`config.mk`:
```
export PLATFORM = sky130hd
export DESIGN_NAME = inst_queue_flat
export DESIGN_NICKNAME = d
export VERILOG_FILES = /design/src/rtl/inst_queue_pkg.sv /design/src/rtl/inst_queue_if.sv /design/src/rtl/inst_queue_chk.sv /design/src/rtl/inst_queue.sv /design/src/flat_wrapper.sv
export SDC_FILE = /design/constraint.sdc
export NUM_CORES = 2
export LEC_CHECK = 0
export BUFFER_PORTS_ARGS = -buffer_cell sky130_fd_sc_hd__clkbuf_2
export CAP_MARGIN = 20
export CORE_MARGIN = 10
export CORE_UTILIZATION = 33
export CTS_CLUSTER_DIAMETER = 200
export DETAILED_ROUTE_END_ITERATION = 6
export SLEW_MARGIN = 40
export SYNTH_ARGS = -nofsm -noshare
export SYNTH_HDL_FRONTEND = slang
export SYNTH_SLANG_ARGS = --single-unit
```
`constraint.sdc`:
```
create_clock -name clk -period 10.4 [get_ports clk]
set_input_delay 0.52 -clock clk [delete_from_list [all_inputs] [get_ports clk]]
set_output_delay 0.52 -clock clk [all_outputs]
set_load 0.01 [all_outputs]
```
`src/rtl/inst_queue_pkg.sv`:
```
// Shared types for the fetch -> decode instruction queue: entry bundle, exception
// record and the default queue depth.
package inst_queue_pkg;

    localparam int INST_QUEUE_DEPTH = 16;

    localparam logic [4:0] EXC_ADEL = 5'd4;
    localparam logic [4:0] EXC_TLBL = 5'd2;

    typedef logic [31:0] virt_t;
    typedef logic [31:0] uint32_t;

    typedef struct packed {
        logic       ex;
        logic [4:0] exccode;
        logic       tlb_refill;
    } exception_t;

    typedef struct packed {
        virt_t      pc;
        uint32_t    inst;
        exception_t exception;
    } fetch_entry_t;

    function automatic logic [1:0] popcount2(input logic [1:0] v);
        return {1'b0, v[0]} + {1'b0, v[1]};
    endfunction

endpackage

```
`src/rtl/inst_queue_if.sv`:
```
// Fetch-side push port and decode-side dual read port of the instruction queue.
interface inst_queue_if;
    import inst_queue_pkg::*;

    logic [1:0]         fetch_valid;
    virt_t [1:0]        fetch_pc;
    uint32_t [1:0]      fetch_inst;
    exception_t [1:0]   fetch_exception;
    logic               fetch_ready;
    logic [1:0]         decode_valid;
    virt_t [1:0]        decode_pc;
    uint32_t [1:0]      decode_inst;
    exception_t [1:0]   decode_exception;
    logic [1:0]         decode_accept;

    modport master (
        output fetch_valid, fetch_pc, fetch_inst, fetch_exception, decode_accept,
        input  fetch_ready, decode_valid, decode_pc, decode_inst, decode_exception
    );

    modport slave (
        input  fetch_valid, fetch_pc, fetch_inst, fetch_exception, decode_accept,
        output fetch_ready, decode_valid, decode_pc, decode_inst, decode_exception
    );

endinterface

```
`src/rtl/inst_queue_chk.sv`:
```
// Occupancy and decode-handshake assertions for inst_queue.
module inst_queue_chk #(
    parameter int DEPTH = 16,
    parameter int CNT_W = 5
) (
    input logic             clk,
    input logic             reset,
    input logic [CNT_W-1:0] count_q,
    input logic [CNT_W-1:0] count_d,
    input logic [1:0]       decode_accept
);

    localparam logic [CNT_W-1:0] DEPTH_C = CNT_W'(DEPTH);

    // Sample invariants on every active edge outside reset
    always @(posedge clk) begin
        if (!reset) begin
            assert (count_q <= DEPTH_C)
                else $error("inst_queue: occupancy %0d above depth", count_q);
            assert (count_d <= DEPTH_C)
                else $error("inst_queue: next occupancy %0d out of range", count_d);
            assert (decode_accept != 2'b10)
                else $warning("inst_queue: decode_accept 2'b10 ignored");
        end
    end

endmodule

```
`src/rtl/inst_queue.sv`:
```
// Dual-issue circular instruction buffer between fetch and the two decode slots.
// Up to two pushes and two pops per cycle; flush empties it.
module inst_queue
    import inst_queue_pkg::*;
#(
    parameter int DEPTH = INST_QUEUE_DEPTH,
    parameter int CNT_W = $clog2(DEPTH) + 1
) (
    input logic         clk,
    input logic         reset,
    input logic         flush,
    inst_queue_if.slave q
);

    localparam int PTR_W = $clog2(DEPTH);
    localparam logic [CNT_W-1:0] READY_MAX = CNT_W'(DEPTH - 2);

    fetch_entry_t     storage_q [DEPTH];
    logic [PTR_W-1:0] head_q, head_d, tail_q, tail_d;
    logic [CNT_W-1:0] count_q, count_d;

    logic             fetch_ready_s, push_ok_s, wr_en0_s, wr_en1_s;
    logic [1:0]       decode_valid_s, accept_s, push_n_s, pop_n_s;
    logic [PTR_W-1:0] head_p1_s, tail_p1_s;
    fetch_entry_t     slot0_s, slot1_s, wr_data0_s, wr_data1_s, out0_s, out1_s;

    // Push compaction, pop count and next-state pointers
    always_comb begin
        slot0_s        = {q.fetch_pc[0], q.fetch_inst[0], q.fetch_exception[0]};
        slot1_s        = {q.fetch_pc[1], q.fetch_inst[1], q.fetch_exception[1]};
        fetch_ready_s  = (count_q <= READY_MAX);
        decode_valid_s = {count_q >= CNT_W'(2), count_q >= CNT_W'(1)};
        push_ok_s      = fetch_ready_s && !flush && !reset;
        push_n_s       = push_ok_s ? popcount2(q.fetch_valid) : 2'd0;
        // An out-of-order pop mask cannot be honoured, so it pops nothing
        accept_s       = (q.decode_accept == 2'b10) ? 2'b00 : q.decode_accept;
        pop_n_s        = popcount2(accept_s & decode_valid_s);
        wr_en0_s       = push_ok_s && (q.fetch_valid != 2'b00);
        wr_en1_s       = push_ok_s && (q.fetch_valid == 2'b11);
        wr_data0_s     = q.fetch_valid[0] ? slot0_s : slot1_s;
        wr_data1_s     = slot1_s;
        head_p1_s      = head_q + PTR_W'(1);
        tail_p1_s      = tail_q + PTR_W'(1);
        head_d         = head_q + PTR_W'(pop_n_s);
        tail_d         = tail_q + PTR_W'(push_n_s);
        count_d        = count_q + CNT_W'(push_n_s) - CNT_W'(pop_n_s);
    end

    // Pointer and occupancy registers; reset and flush both empty the queue
    always_ff @(posedge clk) begin
        if (reset || flush) begin
            head_q  <= '0;
            tail_q  <= '0;
            count_q <= '0;
        end else begin
            head_q  <= head_d;
            tail_q  <= tail_d;
            count_q <= count_d;
        end
    end

    // Entry storage, two write ports, contents intentionally not reset
    always_ff @(posedge clk) begin
        if (wr_en0_s) begin
            storage_q[tail_q] <= wr_data0_s;
        end
        if (wr_en1_s) begin
            storage_q[tail_p1_s] <= wr_data1_s;
        end
    end

    // Read head and head+1, zeroing slots that hold no valid entry
    always_comb begin
        out0_s = decode_valid_s[0] ? storage_q[head_q]    : '0;
        out1_s = decode_valid_s[1] ? storage_q[head_p1_s] : '0;
    end

    assign q.fetch_ready         = fetch_ready_s;
    assign q.decode_valid        = decode_valid_s;
    assign q.decode_pc[0]        = out0_s.pc;
    assign q.decode_pc[1]        = out1_s.pc;
    assign q.decode_inst[0]      = out0_s.inst;
    assign q.decode_inst[1]      = out1_s.inst;
    assign q.decode_exception[0] = out0_s.exception;
    assign q.decode_exception[1] = out1_s.exception;

    inst_queue_chk #(
        .DEPTH (DEPTH),
        .CNT_W (CNT_W)
    ) u_chk (
        .clk           (clk),
        .reset         (reset),
        .count_q       (count_q),
        .count_d       (count_d),
        .decode_accept (q.decode_accept)
    );

endmodule

```
`src/flat_wrapper.sv`:
```
// flat-port wrapper written by rule: the top's interface ports become plain ports
module inst_queue_flat import inst_queue_pkg::*;
#(
    parameter int DEPTH = INST_QUEUE_DEPTH,
    parameter int CNT_W = $clog2(DEPTH) + 1
)
  (clk, reset, flush, q_fetch_valid, q_fetch_pc, q_fetch_inst, q_fetch_exception, q_decode_accept, q_fetch_ready, q_decode_valid, q_decode_pc, q_decode_inst, q_decode_exception);
  inst_queue_if q_i ();
  input logic clk;
  input logic reset;
  input logic flush;
  input wire logic [$bits(q_i.fetch_valid)-1:0] q_fetch_valid;
  input wire logic [$bits(q_i.fetch_pc)-1:0] q_fetch_pc;
  input wire logic [$bits(q_i.fetch_inst)-1:0] q_fetch_inst;
  input wire logic [$bits(q_i.fetch_exception)-1:0] q_fetch_exception;
  input wire logic [$bits(q_i.decode_accept)-1:0] q_decode_accept;
  output wire logic [$bits(q_i.fetch_ready)-1:0] q_fetch_ready;
  output wire logic [$bits(q_i.decode_valid)-1:0] q_decode_valid;
  output wire logic [$bits(q_i.decode_pc)-1:0] q_decode_pc;
  output wire logic [$bits(q_i.decode_inst)-1:0] q_decode_inst;
  output wire logic [$bits(q_i.decode_exception)-1:0] q_decode_exception;
  assign q_i.fetch_valid = q_fetch_valid;
  assign q_i.fetch_pc = q_fetch_pc;
  assign q_i.fetch_inst = q_fetch_inst;
  assign q_i.fetch_exception = q_fetch_exception;
  assign q_i.decode_accept = q_decode_accept;
  assign q_fetch_ready = q_i.fetch_ready;
  assign q_decode_valid = q_i.decode_valid;
  assign q_decode_pc = q_i.decode_pc;
  assign q_decode_inst = q_i.decode_inst;
  assign q_decode_exception = q_i.decode_exception;
  inst_queue #(.DEPTH(DEPTH), .CNT_W(CNT_W)) u_core (.clk(clk), .reset(reset), .flush(flush), .q(q_i));
endmodule
```
# After elaboration in Yosys (flattened, before gate mapping)
# Memories as Yosys holds them, arrays and structs flattened. A register that Yosys moved wholly into a read port is not among the register bits.
# Cells that the tools add are included.
[totals]
word_cells = 36
reg_bits = 13
memories = 1
ram_bits = 1136
[memory_table]
columns = ["name", "words", "width", "rd", "rd_ports_with_merged_regs", "write_ports", "line_no", "text"]
rows = [
  ["u_core.storage_q", 16, 71, 2, 1, 2, "inst_queue.sv:18", "fetch_entry_t storage_q [DEPTH];"],
]
[op_classes]
eq_ne = 2
n_addsub = 8
reduce_logical = 8
n_bitwise = 1
n_lt_le_gt_ge = 3
mux = 10
[ops]
columns = ["cell", "n"]
rows = [
  ["71-bit 2-to-1 mux", 3],
  ["4-bit by 1-bit adder with 4-bit output (second input constant)", 2],
  ["4-bit by 2-bit adder with 4-bit output", 2],
  ["5-bit by 2-bit adder with 5-bit output", 1],
  ["5-bit by 1-bit >= comparator with 1-bit output (second input constant)", 1],
  ["5-bit by 2-bit >= comparator with 1-bit output (second input constant)", 1],
  ["5-bit by 4-bit <= comparator with 1-bit output (second input constant)", 1],
  ["5-bit by 2-bit subtractor with 5-bit output", 1],
  ["1-bit by 1-bit adder with 2-bit output", 2],
  ["2-bit equality test (second input constant)", 2],
  ["1-bit logical AND", 4],
  ["1-bit 2-to-1 mux", 4],
  ["2-bit 2-to-1 mux", 2],
  ["4-bit 2-to-1 mux", 1],
  ["2-bit AND", 1],
  ["1-bit zero test", 2],
  ["2-bit nonzero test", 1],
  ["1-bit logical OR", 1],
]

# Logic depth before layout (Yosys ltp)
[depth]
depth_word = 6
ltp_mapped = 17
mapped_depth_nobuf = 15

# Least setup slack after synthesis
# Ideal clock, no wire load.
[synth_timing]
kind = "input port to flip-flop"
startpoint = "in q_fetch_valid[0]"
endpoint = "mem u_core.storage_q[1][0] (netlist name) (enable)"
setup_ps = 694
path_stages = 6
path_slack_ps = 947
n_path_buf = 3
required_ps = 9706
t_arrival_ps = 8759
cell_sequence = "clkbuf_1 > buf_2 > inv_1 > ha_1 > clkbuf_1 > o41ai_1"
[synth_rtl]
columns = ["element", "line_no", "text"]
rows = [
  ["from (decl)", "flat_wrapper.sv:12", "input wire logic [$bits(q_i.fetch_valid)-1:0] q_fetch_valid;"],
  ["to (decl)", "inst_queue.sv:18", ""],
]

# Worst setup path in the final report
[layout_timing]
startpoint = "reg u_core.count_q[4]"
endpoint = "out q_decode_pc[0]"
[layout_between]
elab_chain_cells = 2
[layout_lines]
columns = ["element", "line_no", "text"]
rows = [
  ["from (decl)", "inst_queue.sv:20", "logic [CNT_W-1:0] count_q, count_d;"],
  ["from (signal assigned)", "inst_queue.sv:58", "count_q <= count_d;"],
  ["5-bit by 1-bit >= comparator with 1-bit output", "inst_queue.sv:32", "decode_valid_s = {count_q >= CNT_W'(2), count_q >= CNT_W'(1)};"],
  ["71-bit 2-to-1 mux", "inst_queue.sv:74", "out0_s = decode_valid_s[0] ? storage_q[head_q] : '0;"],
  ["to (decl)", "flat_wrapper.sv:19", "output wire logic [$bits(q_i.decode_pc)-1:0] q_decode_pc;"],
]
# No other way between the ends.

==> metrics.md <==
| Metric | Value |
|---|---|
| Result of the run | finished, final reports clean |
| WL final | 228400 µm |
| Post-CTS Setup Bufs | 0 |
| Starting utilization of the core area | 33.21% |
| Final setup fails | 0 |
| Via count | 47.24k |
| Hold Vio Cnt, Final | 0 |
| Post-synthesis xor/xnor area fraction | 0.1049% |
| Remaining number of nets flagged by the antenna check after routing | 0 |
| I/O Buffers | 293 |
| Worst Setup Start Kind | flip-flop |
| #FFs+latches synth | 1149 |
| Floorplan die area | 217100 µm² |
| Syn Nets | 5461 |
| Max-cap violations | 0 |
| Maximum clock path buffer count | 3 |
| First-pass GRT wire length | 326700 µm |
| Worst VDD drop | 259.6 µV |
| Fin Clk Skew | 28.28 ps |
| Gpl congestion | 0.7748 |
| # hold bufs at CTS | 0 |
| Root buffer selected by CTS | clkbuf_16 |
| Total negative slack | 0 ps |
| Total of cells resized after clock tree synthesis | 0 |
| Nets@finish | 5358 |
| Estimated wirelength of the detail-placed design | 124700 µm |
| Length in cells of the worst reg-to-reg path | 9 |
| Height of the die | 465.9 µm |
| Final critical-path setup slack | 5202 ps |
| Total placed cells including tap cells | 7702 |
| Signal arrival time at the worst endpoint | 4680 ps |
| Setup repair after global routing missed its margin | no |
| Pre-CTS setup slack | 5670 ps |
| Pleak | 23.41 nW |
| Max transition margin | 40.70% |
| Clock tree from TritonCTS | yes |
| Pin count of the biggest net entering global routing | 143 |
| Via count of the first global-routing pass | 45.08k |
| Number of optimization iterations in the first detailed-route pass | 6 |
| Simple-gate share of the synthesized area | 7.034% |
| Std cell rows | 163 |
| Vias per Instance | 5.953 |
| Fmax | 192.4 MHz |
| Share of the cycle needed by the critical path after routing | 49.98% |
| Hold WC Path Type | in -> reg |
| CTS sink cnt | 1149 |
| Syn Area/Cell | 12.40 µm² |
| Std-Cell Core Area | 197600 µm² |
| Clock Pin Slew Worst Setup and Hold Paths | 70 ps |
| Minimum clock period after layout | 5198 ps |
| Max Slew Vio Count | 0 |
| Capturing element type of the critical path | output port |
| Warnings from Yosys | 0 |
| Share of the synthesized area in compound gates (AO/OA/AOI/OAI) | 10.55% |
| Most used DFF post-synth | edfxtp_1 |
| Fraction of layout cells with a size suffix above 1 | 23.58% |
| Main combinational cell family by area after synthesis | multiplexers |
| Post-Synthesis Cell Area | 65620 µm² |
| Required time of the critical path | 9880 ps |
| Overflow left after global routing | 0 |
| Clock insertion delay at the later pin of the skew report | 770 ps |
| Floorplan die width | 465.9 µm |
| Layout area overhead | 12.63% |
| Initial antenna violation count | 25 |
| Gate count of the mapped netlist | 5291 |
| Measured slew at the worst slew-check pin | 889.5 ps |
| Average routed wire per standard cell | 28.78 µm |
| Number of buffers added by the clock tree synthesis step | 118 |
| Post-Synth Adder-Cell Area | 0.4462% |
| Overall track demand over capacity in global routing | 20.28% |
| Remaining DRCs | 0 |
| Number of primary I/O pins | 294 |
| Post-synth ARST share | 0% |
| Post-synthesis sequential area ratio | 52.38% |
| Pwr Density | 189.1 nW/µm² |
| Count of cells along the worst hold path | 3 |
| Portion of netlist area occupied by mux cells | 24.91% |
| Count of routing violations after the opening detailed-route iteration | 7135 |
| Maximum level of the CTS H-tree | 3 |
| Count of cell types in the netlist | 44 |
| Post-synth EDFFs | 1136 |
| Type of the worst setup path | reg -> out |
| Crit Path Max Fanout | 58 |
| Post-Layout Cell Count | 7935 |
-- layer usage --
layer	wire length, µm	GRT usage [%]	vias to the layer above
met5	124	0	-
met4	7070	5.956	18
met3	27320	4.604	382
met2	105400	31.88	3142
met1	88470	28.00	23689
li1	-	-	20007
-- cell usage in the layout, fill, tap and decap left out, drive strengths merged, types with 5 or more instances in the layout --
cell type and count:
clkinv 45, o2111ai 16, clkbuf 447, edfxtp 1136, a21oi 1142, o22ai 141
dfxtp 13, nor2b 5, bufinv 9, diode 7, nor2 1145, o41ai 5
mux4 569, ha 17, or3 5, o21ai 10, nand3 5, clkinvlp 8
mux2i 353, buf 149, inv 23
-- per-stage QoR --
stage,area (µm²),util [%],hold WS [ps],total power [mW]
global placement,69100,34.96,700.7,9.738
global route,73910,37.40,275.0,14.49
finish,73910,37.40,279.9,13.98
CTS,73550,37.22,264.3,14.05
floorplan,65620,-,616.2,8.064
detailed placement,69810,35.33,722.3,9.830
-- logic make-up (layout without fill, tap and decap cells) --
group | after synthesis | after routing
compound gates | 1321 | 1321
xor+xnor | 7 | 7
fa+ha+maj | 21 | 21
buf+inv | 684 | 681
flops | 1149 | 1149
mux | 922 | 922
other cells | 0 | 7
simple gates | 1187 | 1187
-- cell type report --
cell class              instances  area, µm²
clock buffers                 154       3172
diodes                          7      17.52
well taps                    2640       3303
flip-flops and latches       1149      34380
fillers                     18679     123700
multi-input cells            3458      29020
inverters                      19      71.32
clock inverters                66      565.5
repair buffers                442       3378
-- where the power goes --
group | switching (mW) | internal (mW)
clock | 1.89 | 2.36
combinational | 2.72 | 1.77
sequential | 0.0539 | 5.18
-- final timing paths --
path | from | end | slack (ps)
hold reg to reg | u_core.tail_q[3] | u_core.tail_q[3] | 730
setup / recovery | u_core.count_q[4] | q_decode_pc[0] | 5200
hold / removal | q_fetch_pc[26] | u_core.storage_q[9][65] | 280
setup reg to reg | u_core.count_q[4] | u_core.storage_q[12][4] | 5920
-- cell usage after synthesis, types with 2 or more instances --
cell type / n / share of area [%]
a21oi_1: 1142 / 8.7
and2_1: 4 / 0.038
and3_1: 3 / 0.029
and3b_1: 2 / 0.027
buf_1: 75 / 0.43
buf_2: 222 / 1.7
buf_4: 28 / 0.32
buf_6: 7 / 0.12
clkbuf_1: 333 / 1.9
dfxtp_1: 13 / 0.40
edfxtp_1: 1136 / 52
fa_1: 4 / 0.12
ha_1: 17 / 0.32
inv_1: 18 / 0.10
mux2i_1: 353 / 5.4
mux4_2: 569 / 20
nand2_1: 4 / 0.023
nand2b_1: 4 / 0.038
nand3_1: 5 / 0.038
nor2_1: 1145 / 6.5
nor2b_1: 5 / 0.048
nor4b_4: 2 / 0.072
o2111ai_1: 11 / 0.15
o2111ai_2: 5 / 0.11
o21ai_0: 9 / 0.069
o22ai_1: 141 / 1.3
o31ai_1: 4 / 0.046
o41ai_1: 5 / 0.067
or2_2: 2 / 0.019
or3_1: 5 / 0.048
xnor2_1: 3 / 0.040
xor2_1: 3 / 0.040
-- registers in the layout (all words and copies together) (netlist names) --
name,cells
u_core.head_q,4
u_core.storage_q,1136
u_core.count_q,5
u_core.tail_q,4
-- worst max-delay path, stage by stage, from the launching register on --
cell      delay [ps]
dfxtp_1          310
inv_2            550
ha_1             310
or3b_2           560
o21ai_4          610
clkbuf_8         810
o22ai_1          440
clkbuf_2         240
No activity file was read; power rests on OpenSTA's default activity.
